## src/rtl/alu_pkg.sv

```systemverilog
// Shared types and constants for the ALU scheduler: opcodes, scheduler states, default widths.
package alu_pkg;

   localparam int ALU_DW  = 32;
   localparam int ALU_OPW = 3;

   typedef enum logic [ALU_OPW-1:0] {
      OP_ADD = 3'd0,
      OP_SUB = 3'd1,
      OP_AND = 3'd2,
      OP_OR  = 3'd3,
      OP_XOR = 3'd4
   } alu_op_e;

   typedef enum logic [2:0] {
      IDLE,
      ISSUE,
      CAPTURE,
      RESP,
      CLEAR
   } sched_state_e;

   // True for opcode encodings outside the ALU's defined operation set.
   function automatic logic op_illegal(input logic [ALU_OPW-1:0] op);
      return op > OP_XOR;
   endfunction

endpackage

```

## src/rtl/alu_sched_rr_arbiter.sv

```systemverilog
// Round-robin arbiter: grants the first requester strictly after ptr, wrapping to index 0.
module rr_arbiter #(
   parameter int N = 4
) (
   input  logic [N-1:0]         req,
   input  logic [$clog2(N)-1:0] ptr,
   output logic [N-1:0]         gnt,
   output logic [$clog2(N)-1:0] idx
);

   localparam int IW = $clog2(N);

   logic [N-1:0] hi_mask;
   logic [N-1:0] sel;
   logic         found;

   // Requesters above the pointer take priority; otherwise fall back to the lowest index.
   always_comb begin
      // NOTE: every output gets a default before any conditional write so no latch is inferred.
      hi_mask = '0;
      gnt     = '0;
      idx     = '0;
      found   = 1'b0;
      for (int i = 0; i < N; i++) begin
         hi_mask[i] = IW'(i) > ptr;
      end
      sel = (|(req & hi_mask)) ? (req & hi_mask) : req;
      for (int i = 0; i < N; i++) begin
         if (sel[i] && !found) begin
            gnt[i] = 1'b1;
            idx    = IW'(i);
            found  = 1'b1;
         end
      end
   end

endmodule

```

## src/rtl/alu_sched.sv

```systemverilog
// Round-robin scheduler sharing one registered ALU among N_REQ requesters.
// Optional build macro ALU_SCHED_OPCHK_EN: opcodes 5..7 are rejected locally without using the ALU.
module alu_sched
   import alu_pkg::*;
#(
   parameter int N_REQ = 4,
   parameter int DW    = ALU_DW,
   parameter int OPW   = ALU_OPW,
   localparam int IDW  = $clog2(N_REQ)
) (
   input  logic                 clk,
   input  logic                 rst_n,
   input  logic [N_REQ-1:0]     req_valid,
   output logic [N_REQ-1:0]     req_ready,
   input  logic [N_REQ*DW-1:0]  req_a,
   input  logic [N_REQ*DW-1:0]  req_b,
   input  logic [N_REQ*OPW-1:0] req_op,
   output logic                 rsp_valid,
   input  logic                 rsp_ready,
   output logic [IDW-1:0]       rsp_id,
   output logic [DW-1:0]        rsp_result,
   output logic                 rsp_error,
   output logic [DW-1:0]        alu_a,
   output logic [DW-1:0]        alu_b,
   output logic [OPW-1:0]       alu_opcode,
   output logic                 alu_rst,
   input  logic [DW-1:0]        alu_result,
   input  logic                 alu_error,
   output logic                 busy
);

   sched_state_e   state_q, state_d;
   logic [IDW-1:0] ptr_q;
   logic [N_REQ-1:0] gnt;
   logic [IDW-1:0] win_idx;
   logic [DW-1:0]  win_a, win_b;
   logic [OPW-1:0] win_op;
   logic           win_rej;
   logic           needs_clear;
   logic           grant;

   rr_arbiter #(.N(N_REQ)) u_arb (
      .req (req_valid),
      .ptr (ptr_q),
      .gnt (gnt),
      .idx (win_idx)
   );

   assign win_a  = req_a[int'(win_idx)*DW +: DW];
   assign win_b  = req_b[int'(win_idx)*DW +: DW];
   assign win_op = req_op[int'(win_idx)*OPW +: OPW];
   assign grant  = (state_q == IDLE) && (|req_valid);

`ifdef ALU_SCHED_OPCHK_EN
   logic rej_q;

   assign win_rej     = op_illegal(win_op);
   // Locally rejected ops never touched the ALU, so there is no sticky error to clear.
   assign needs_clear = rsp_error & ~rej_q;

   always_ff @(posedge clk or negedge rst_n) begin
      if (!rst_n) begin
         rej_q <= 1'b0;
      end else if (grant) begin
         rej_q <= win_rej;
      end
   end
`else
   assign win_rej     = 1'b0;
   assign needs_clear = rsp_error;
`endif

   always_comb begin
      state_d   = state_q;
      req_ready = '0;
      case (state_q)
         IDLE: begin
            if (|req_valid) begin
               req_ready = gnt;
               state_d   = win_rej ? RESP : ISSUE;
            end
         end
         ISSUE:   state_d = CAPTURE;
         CAPTURE: state_d = RESP;
         RESP: begin
            if (rsp_ready) begin
               state_d = needs_clear ? CLEAR : IDLE;
            end
         end
         CLEAR:   state_d = IDLE;
         default: state_d = IDLE;
      endcase
   end

   always_ff @(posedge clk or negedge rst_n) begin
      if (!rst_n) begin
         state_q    <= IDLE;
         ptr_q      <= IDW'(N_REQ - 1);
         rsp_id     <= '0;
         rsp_result <= '0;
         rsp_error  <= 1'b0;
         alu_a      <= '0;
         alu_b      <= '0;
         alu_opcode <= '0;
      end else begin
         // NOTE: state registers use non-blocking assignments so every flop samples pre-edge values.
         state_q <= state_d;
         case (state_q)
            IDLE: begin
               if (grant) begin
                  ptr_q  <= win_idx;
                  rsp_id <= win_idx;
                  if (win_rej) begin
                     rsp_result <= '0;
                     rsp_error  <= 1'b1;
                  end else begin
                     alu_a      <= win_a;
                     alu_b      <= win_b;
                     alu_opcode <= win_op;
                  end
               end
            end
            CAPTURE: begin
               rsp_result <= alu_result;
               rsp_error  <= alu_error;
            end
            RESP: begin
               // The ALU recomputes every cycle; park it on a legal op so the sticky
               // error is not re-raised by the stale illegal opcode after the clear.
               if (rsp_ready && needs_clear) begin
                  alu_a      <= '0;
                  alu_b      <= '0;
                  alu_opcode <= '0;
               end
            end
            default: ;
         endcase
      end
   end

   assign rsp_valid = (state_q == RESP);
   assign busy      = (state_q != IDLE);
   assign alu_rst   = ~rst_n | (state_q == CLEAR);

endmodule
```

## config.mk

```make
export PLATFORM = sky130hd
export DESIGN_NAME = alu_sched
export DESIGN_NICKNAME = d
export VERILOG_FILES = /design/src/rtl/alu_pkg.sv /design/src/rtl/alu_sched_rr_arbiter.sv /design/src/rtl/alu_sched.sv
export SDC_FILE = /design/constraint.sdc
export NUM_CORES = 1
export LEC_CHECK = 0
export CAP_MARGIN = 40
export CORE_AREA = 2 2 162 164
export CTS_CLUSTER_DIAMETER = 30
export DETAILED_ROUTE_END_ITERATION = 16
export DIE_AREA = 0 0 164 166
export HOLD_SLACK_MARGIN = 0.02
export PLACE_DENSITY = 0.68
export SYNTH_ARGS = -nofsm -noshare
export SYNTH_HDL_FRONTEND = slang
export SYNTH_SLANG_ARGS = --single-unit
```

## constraint.sdc

```tcl
create_clock -name clk -period 5.4 [get_ports clk]
set_input_delay 1.08 -clock clk [delete_from_list [all_inputs] [get_ports clk]]
set_output_delay 1.08 -clock clk [all_outputs]
set_load 0.03 [all_outputs]
```

Word-level counts from Yosys, hierarchy flattened
Cells that the tools add are included.

Flip-flop bits (word level): 107. Input bits: 308. Word-level logic and storage cells: 67.

Reduce and logical (&&, ||, !) cells: 16. $mul: 1. Magnitude comparators: 4. Mux-type cells: 24. Bitwise operators: 3. Shifts and indexed selects: 3. Equality and inequality tests: 8.

Operator list (number): $shiftx A128 B8 Y32 (2); $pmux W32 S2 (2); $mux W32 (3); $mux W3 (5); $mux W4 (3); $pmux W3 S4 (1); $shiftx A12 B5 Y3 (1); $reduce_or A4 Y1 (2); $mux W1 (7); $eq A3 B2 Y1 const B (2); $ne A2 B1 Y1 const B (3); $pmux W3 S2 (1); $logic_and A1 B1 Y1 (5); $and A4 B4 Y4 (1); $gt A1 B2 Y1 const A (2); $gt A2 B2 Y1 const A (2); $mul A2 B2 Y4 const B (1); $mux W2 (2); $reduce_and A2 Y1 (2); $eq A3 B1 Y1 const B (1); $eq A3 B3 Y1 const B (1); $logic_not A1 Y1 (3); $logic_not A3 Y1 (1); $reduce_and A3 Y1 (1); 5 further kinds (5).

Longest topological paths before layout
Word-level depth: 18. Mapped depth: 9. Gate-level depth less buffers: 5.

By module
Synthesis repeated with hierarchy kept, for this count alone.

Cells, all modules: 367. Area, all modules: 5758.0 um2.

Modules (own cells, without submodules): alu_sched (cells each 334, instances 1, seq. area each 2680.1 um2, area an instance 5564.1 um2); rr_arbiter (cells each 33, instances 1, seq. area each 0.0 um2, area an instance 193.9 um2).

Worst setup path after synthesis
No wires, ideal clock.

Path type: input-to-output. Start point: input req_valid[1]. End point: output req_ready[2]. Data arrival time: 2.338 ns. Stages on the path: 3. Setup slack: 1.982 ns. Path buffers: 1. Cells stage by stage: buf_2 -> o21a_1 -> nor4_1.

Word-level cells in the longest chain between the ends: 12. Elaborated cells on any way between the ends: 13. Classes of those cells: 6 x mux; 1 x bitwise; 6 x reduce/logical.

RTL lines: start: declaration (RTL line alu_sched.sv:13) `input logic [N_REQ-1:0] req_valid,`; $and A4 B4 Y4 (RTL line alu_sched_rr_arbiter.sv:27) `sel = (|(req & hi_mask)) ? (req & hi_mask) : req;`; $reduce_or A4 Y1 (RTL line alu_sched_rr_arbiter.sv:27); $mux W4 (RTL line alu_sched_rr_arbiter.sv:27); $mux W1 (RTL line alu_sched_rr_arbiter.sv:29) `if (sel[i] && !found) begin`; $logic_not A1 Y1 (RTL line alu_sched_rr_arbiter.sv:29); $logic_and A1 B1 Y1 (RTL line alu_sched_rr_arbiter.sv:29); $mux W1 (RTL line alu_sched_rr_arbiter.sv:29); $logic_not A1 Y1 (RTL line alu_sched_rr_arbiter.sv:29); $logic_and A1 B1 Y1 (RTL line alu_sched_rr_arbiter.sv:29); $mux W1 (RTL line alu_sched_rr_arbiter.sv:29); $mux W4 * (RTL line alu_sched.sv:78) `if (|req_valid) begin`; $mux W4 * (RTL line alu_sched.sv:76) `case (state_q)`; end: declaration (RTL line alu_sched.sv:14) `output logic [N_REQ-1:0] req_ready,`.

Mark *: on every way between the ends. The rest lies on a longest branch, timed or not.

Final worst setup path
Start point: input req_valid[1]. End point: output req_ready[3].

Word-level cells in the longest chain between the ends: 15. Elaborated cells on any way between the ends: 16. Classes of those cells: 7 x mux; 1 x bitwise; 8 x reduce/logical.

RTL lines (RTL line): $and A4 B4 Y4 (alu_sched_rr_arbiter.sv:27); $reduce_or A4 Y1 (alu_sched_rr_arbiter.sv:27); $mux W4 (alu_sched_rr_arbiter.sv:27); $mux W1 (alu_sched_rr_arbiter.sv:29); $logic_not A1 Y1 (alu_sched_rr_arbiter.sv:29); $logic_and A1 B1 Y1 (alu_sched_rr_arbiter.sv:29); $mux W1 (alu_sched_rr_arbiter.sv:29); $logic_not A1 Y1 (alu_sched_rr_arbiter.sv:29); $logic_and A1 B1 Y1 (alu_sched_rr_arbiter.sv:29); $mux W1 (alu_sched_rr_arbiter.sv:29); $logic_not A1 Y1 (alu_sched_rr_arbiter.sv:29); $logic_and A1 B1 Y1 (alu_sched_rr_arbiter.sv:29); $mux W1 (alu_sched_rr_arbiter.sv:29); $mux W4 * (alu_sched.sv:78); $mux W4 * (alu_sched.sv:76).

Marks and branches as above.

==> run summary <==
Syn. warnings - 0
CP Capture Type - output port
area leader, netlist - dfrtp_1
Mapped Avg Cell Area - 11.8 sq um
register cell area after layout - 2680 sq um
worst setup path start - req_valid[1]
Setup Fix Bufs, Post-CTS - 0
FF-to-FF Start - ptr_q[0]
initial core utilization - 23.7%
pin count of the biggest net entering global routing - 76
Worst Path Class, Setup - input pin to output port
cts repair resizes - 0
Post-DP HPWL - 17.5 mm
Hold Violations, Final - 0
crit share post-route - 77.3%
R2R Setup Slk - 3020 ps
Power Density - 483 nW/um^2
layout cells sized above 1 - 14.9%
DP Worst Slack - 1260 ps
Multi-input gate area - 3100 sq um
number of global-route vias before repair - 6,237
maxcap violations - 0
clk_lat worst skew - 360 ps
first-pass GRT wire length - 35.7 mm
Highest Signal Layer - met4
sequential element share of the synthesized area - 44.1%
post-layout net count - 1,211
initial antenna violation count - 0
Final ANT Viol Nets - 0
Post-Synthesis Net Count - 823
crit-path max FO - 9
R2R cell count - 6
worst min path class - flop to flop
gpl congestion - 0.866
grt ovf - 0
RSZ-0062 raised after global routing - false
die width - 164 um
crit path DAT - 3090 ps
Placed Area - 10,500 sq um
post-layout minimum cycle time - 4170 ps
CTS clk-pin slew, worst paths - 70 ps
Synth Instances - 515
max incr delay on CP - 670 ps
die footprint - 27,200 sq um
std cell rows - 59
Finished Cell Area - 10,800 sq um
min-delay src - alu_a[22]
Critical Path RT - 4320 ps
fin. max-slew vios - 0
crit path max-delay cell type - clkdlybuf4s50_1
Ports - 417
FF+latch count, synth - 107
vias - 5,940
synthesized area - 6080 sq um
crit path capture - req_ready[3]
status - complete, no violations
Finish-stage setup viols - 0
Fill cells - 2,486
CTS H-tree lvls - 3
1st-pass router iterations - 4
leakage power figure - 4.26 nW
clock sinks - 107
WL/cell - 19.1 um
share of the synthesized area in the top cell type - 43.2%
WL final - 23.8 mm
R2R Path End - alu_a[31]
DRC violations left - 0
DR WL met3 - 1.94 mm
gr usage total - 16.9%
Top cell by count, worst path - clkdlybuf4s50_1
Pwr Total - 5.22 mW
setup TNS - 0 ps
Root Buffer - clkbuf_16
number of CTS-inserted buffers - 9
Max VDD drop - 0.334 mV
# port buffers - 416
CTS Hold Bufs - 0
Slew @ Worst Pin - 872 ps
Initial DRC Count - 234
critical-path cell list - clkdlybuf4s50_1, nor2_1, a21oi_1, o22ai_1, and4b_1, clkdlybuf4s50_1
clock tree buffer depth - 2
CTS tree - done
Layout Skew - 14.0 ps
wl on met1 - 9.81 mm
die height - 166 um
Area growth, synth to finish - 77.8%
Max Freq - 240 MHz
kind of start point of the critical path - input pin
Setup WS post-layout - 1230 ps
Core Region - 25,600 sq um
Worst slew margin - 41.7%
via/cell ratio - 4.78
Antenna Cells - 0
met2 wire len - 11.6 mm
top post-synthesis cells by area - dfrtp_1, mux2i_1, o221ai_2
Netlist cell types - 38
worst max-delay path, delay by kind of cell:
family          cells  cell delay, ps
simple gates        2             570
compound gates      2             220
buf+inv             2            1220
kinds of logic (layout without fill, tap and decap cells):
kind of cell / Yosys count / count (layout) / share of synthesized area (%)
AOI/OAI and AO/OA: 154 / 154 / 25.9
DFF: 107 / 107 / 44.1
buffers and inverters: 52 / 445 / 5.45
and+or+nand+nor: 102 / 102 / 7.39
muxes: 100 / 100 / 17.1
metrics by stage:
stage | hold slack [ps] | util, % | instances
floorplan | 479 | - | 515
global placement | 468 | 40.9 | 1226
detailed placement | 472 | 41.1 | 1227
CTS | 496 | 42.2 | 1243
global route | 513 | 42.2 | 1243
finish | 489 | 42.2 | 1243
power breakdown:
group          internal [mW]  leakage, nW  switching, mW
logic                   1.38         2.79           1.77
clock network          0.327        0.142          0.357
registers               1.17         1.33          0.215
cell usage in the layout (no fill, tap or decap), types with 3 or more instances in the layout:
| cell type | n |
|---|---|
| a21oi_1 | 10 |
| buf_12 | 4 |
| buf_4 | 7 |
| clkbuf_16 | 9 |
| clkdlybuf4s50_1 | 415 |
| clkinv_4 | 3 |
| dfrtp_1 | 105 |
| inv_8 | 3 |
| mux2_2 | 33 |
| mux2i_1 | 67 |
| nand2_1 | 73 |
| nand2b_1 | 3 |
| nor2_1 | 8 |
| nor2_4 | 3 |
| o211ai_1 | 37 |
| o211ai_2 | 30 |
| o221ai_1 | 38 |
| o221ai_2 | 30 |
registers in the layout, indices dropped and copies added (netlist names):
| register | flops |
|---|---|
| alu_a | 32 |
| alu_b | 32 |
| alu_opcode | 3 |
| ptr_q | 2 |
| rsp_error | 1 |
| rsp_id | 2 |
| rsp_result | 32 |
| state_q | 3 |
final cells by class:
class | count | share of cell area (%)
timing repair buffer | 427 | 39.9
multi-input combinational | 356 | 28.6
sequential | 107 | 24.8
tap | 335 | 3.88
clock buffer | 9 | 2.08
clock inverter | 7 | 0.625
inverter | 2 | 0.0695
layer usage:
metal	vias to the layer above	GRT usage [%]
met5	-	0
met4	0	4.61
met3	22	4.40
met2	276	29.1
met1	2871	20.7
li1	2771	-
synthesized netlist by cell type (all sizes together):
cell type	number
clkbuf	12
and2	2
nand2b	4
a211oi	2
and4b	1
nor3	3
dfstp	2
or3	1
dfrtp	105
mux2	33
nor2b	2
a21oi	11
and3	1
o22ai	2
o221ai	68
nand2	74
a21o	1
o21ai	2
o21a	1
nor4	1
buf	38
mux2i	67
inv	2
nor2	12
nor3b	1
o211ai	67
worst min-delay path by stage:
stage            endpoint  slack, ps  cells after the start
2_1_floorplan  state_q[0]        480                      1
3_3_place_gp     alu_b[1]        470                      2
3_5_place_dp     alu_b[8]        470                      2
4_1_cts         alu_a[17]        500                      2
5_1_grt         alu_a[28]        510                      2
6_report        alu_a[22]        490                      2
Note: power is estimated with default switching activity, not from simulation.
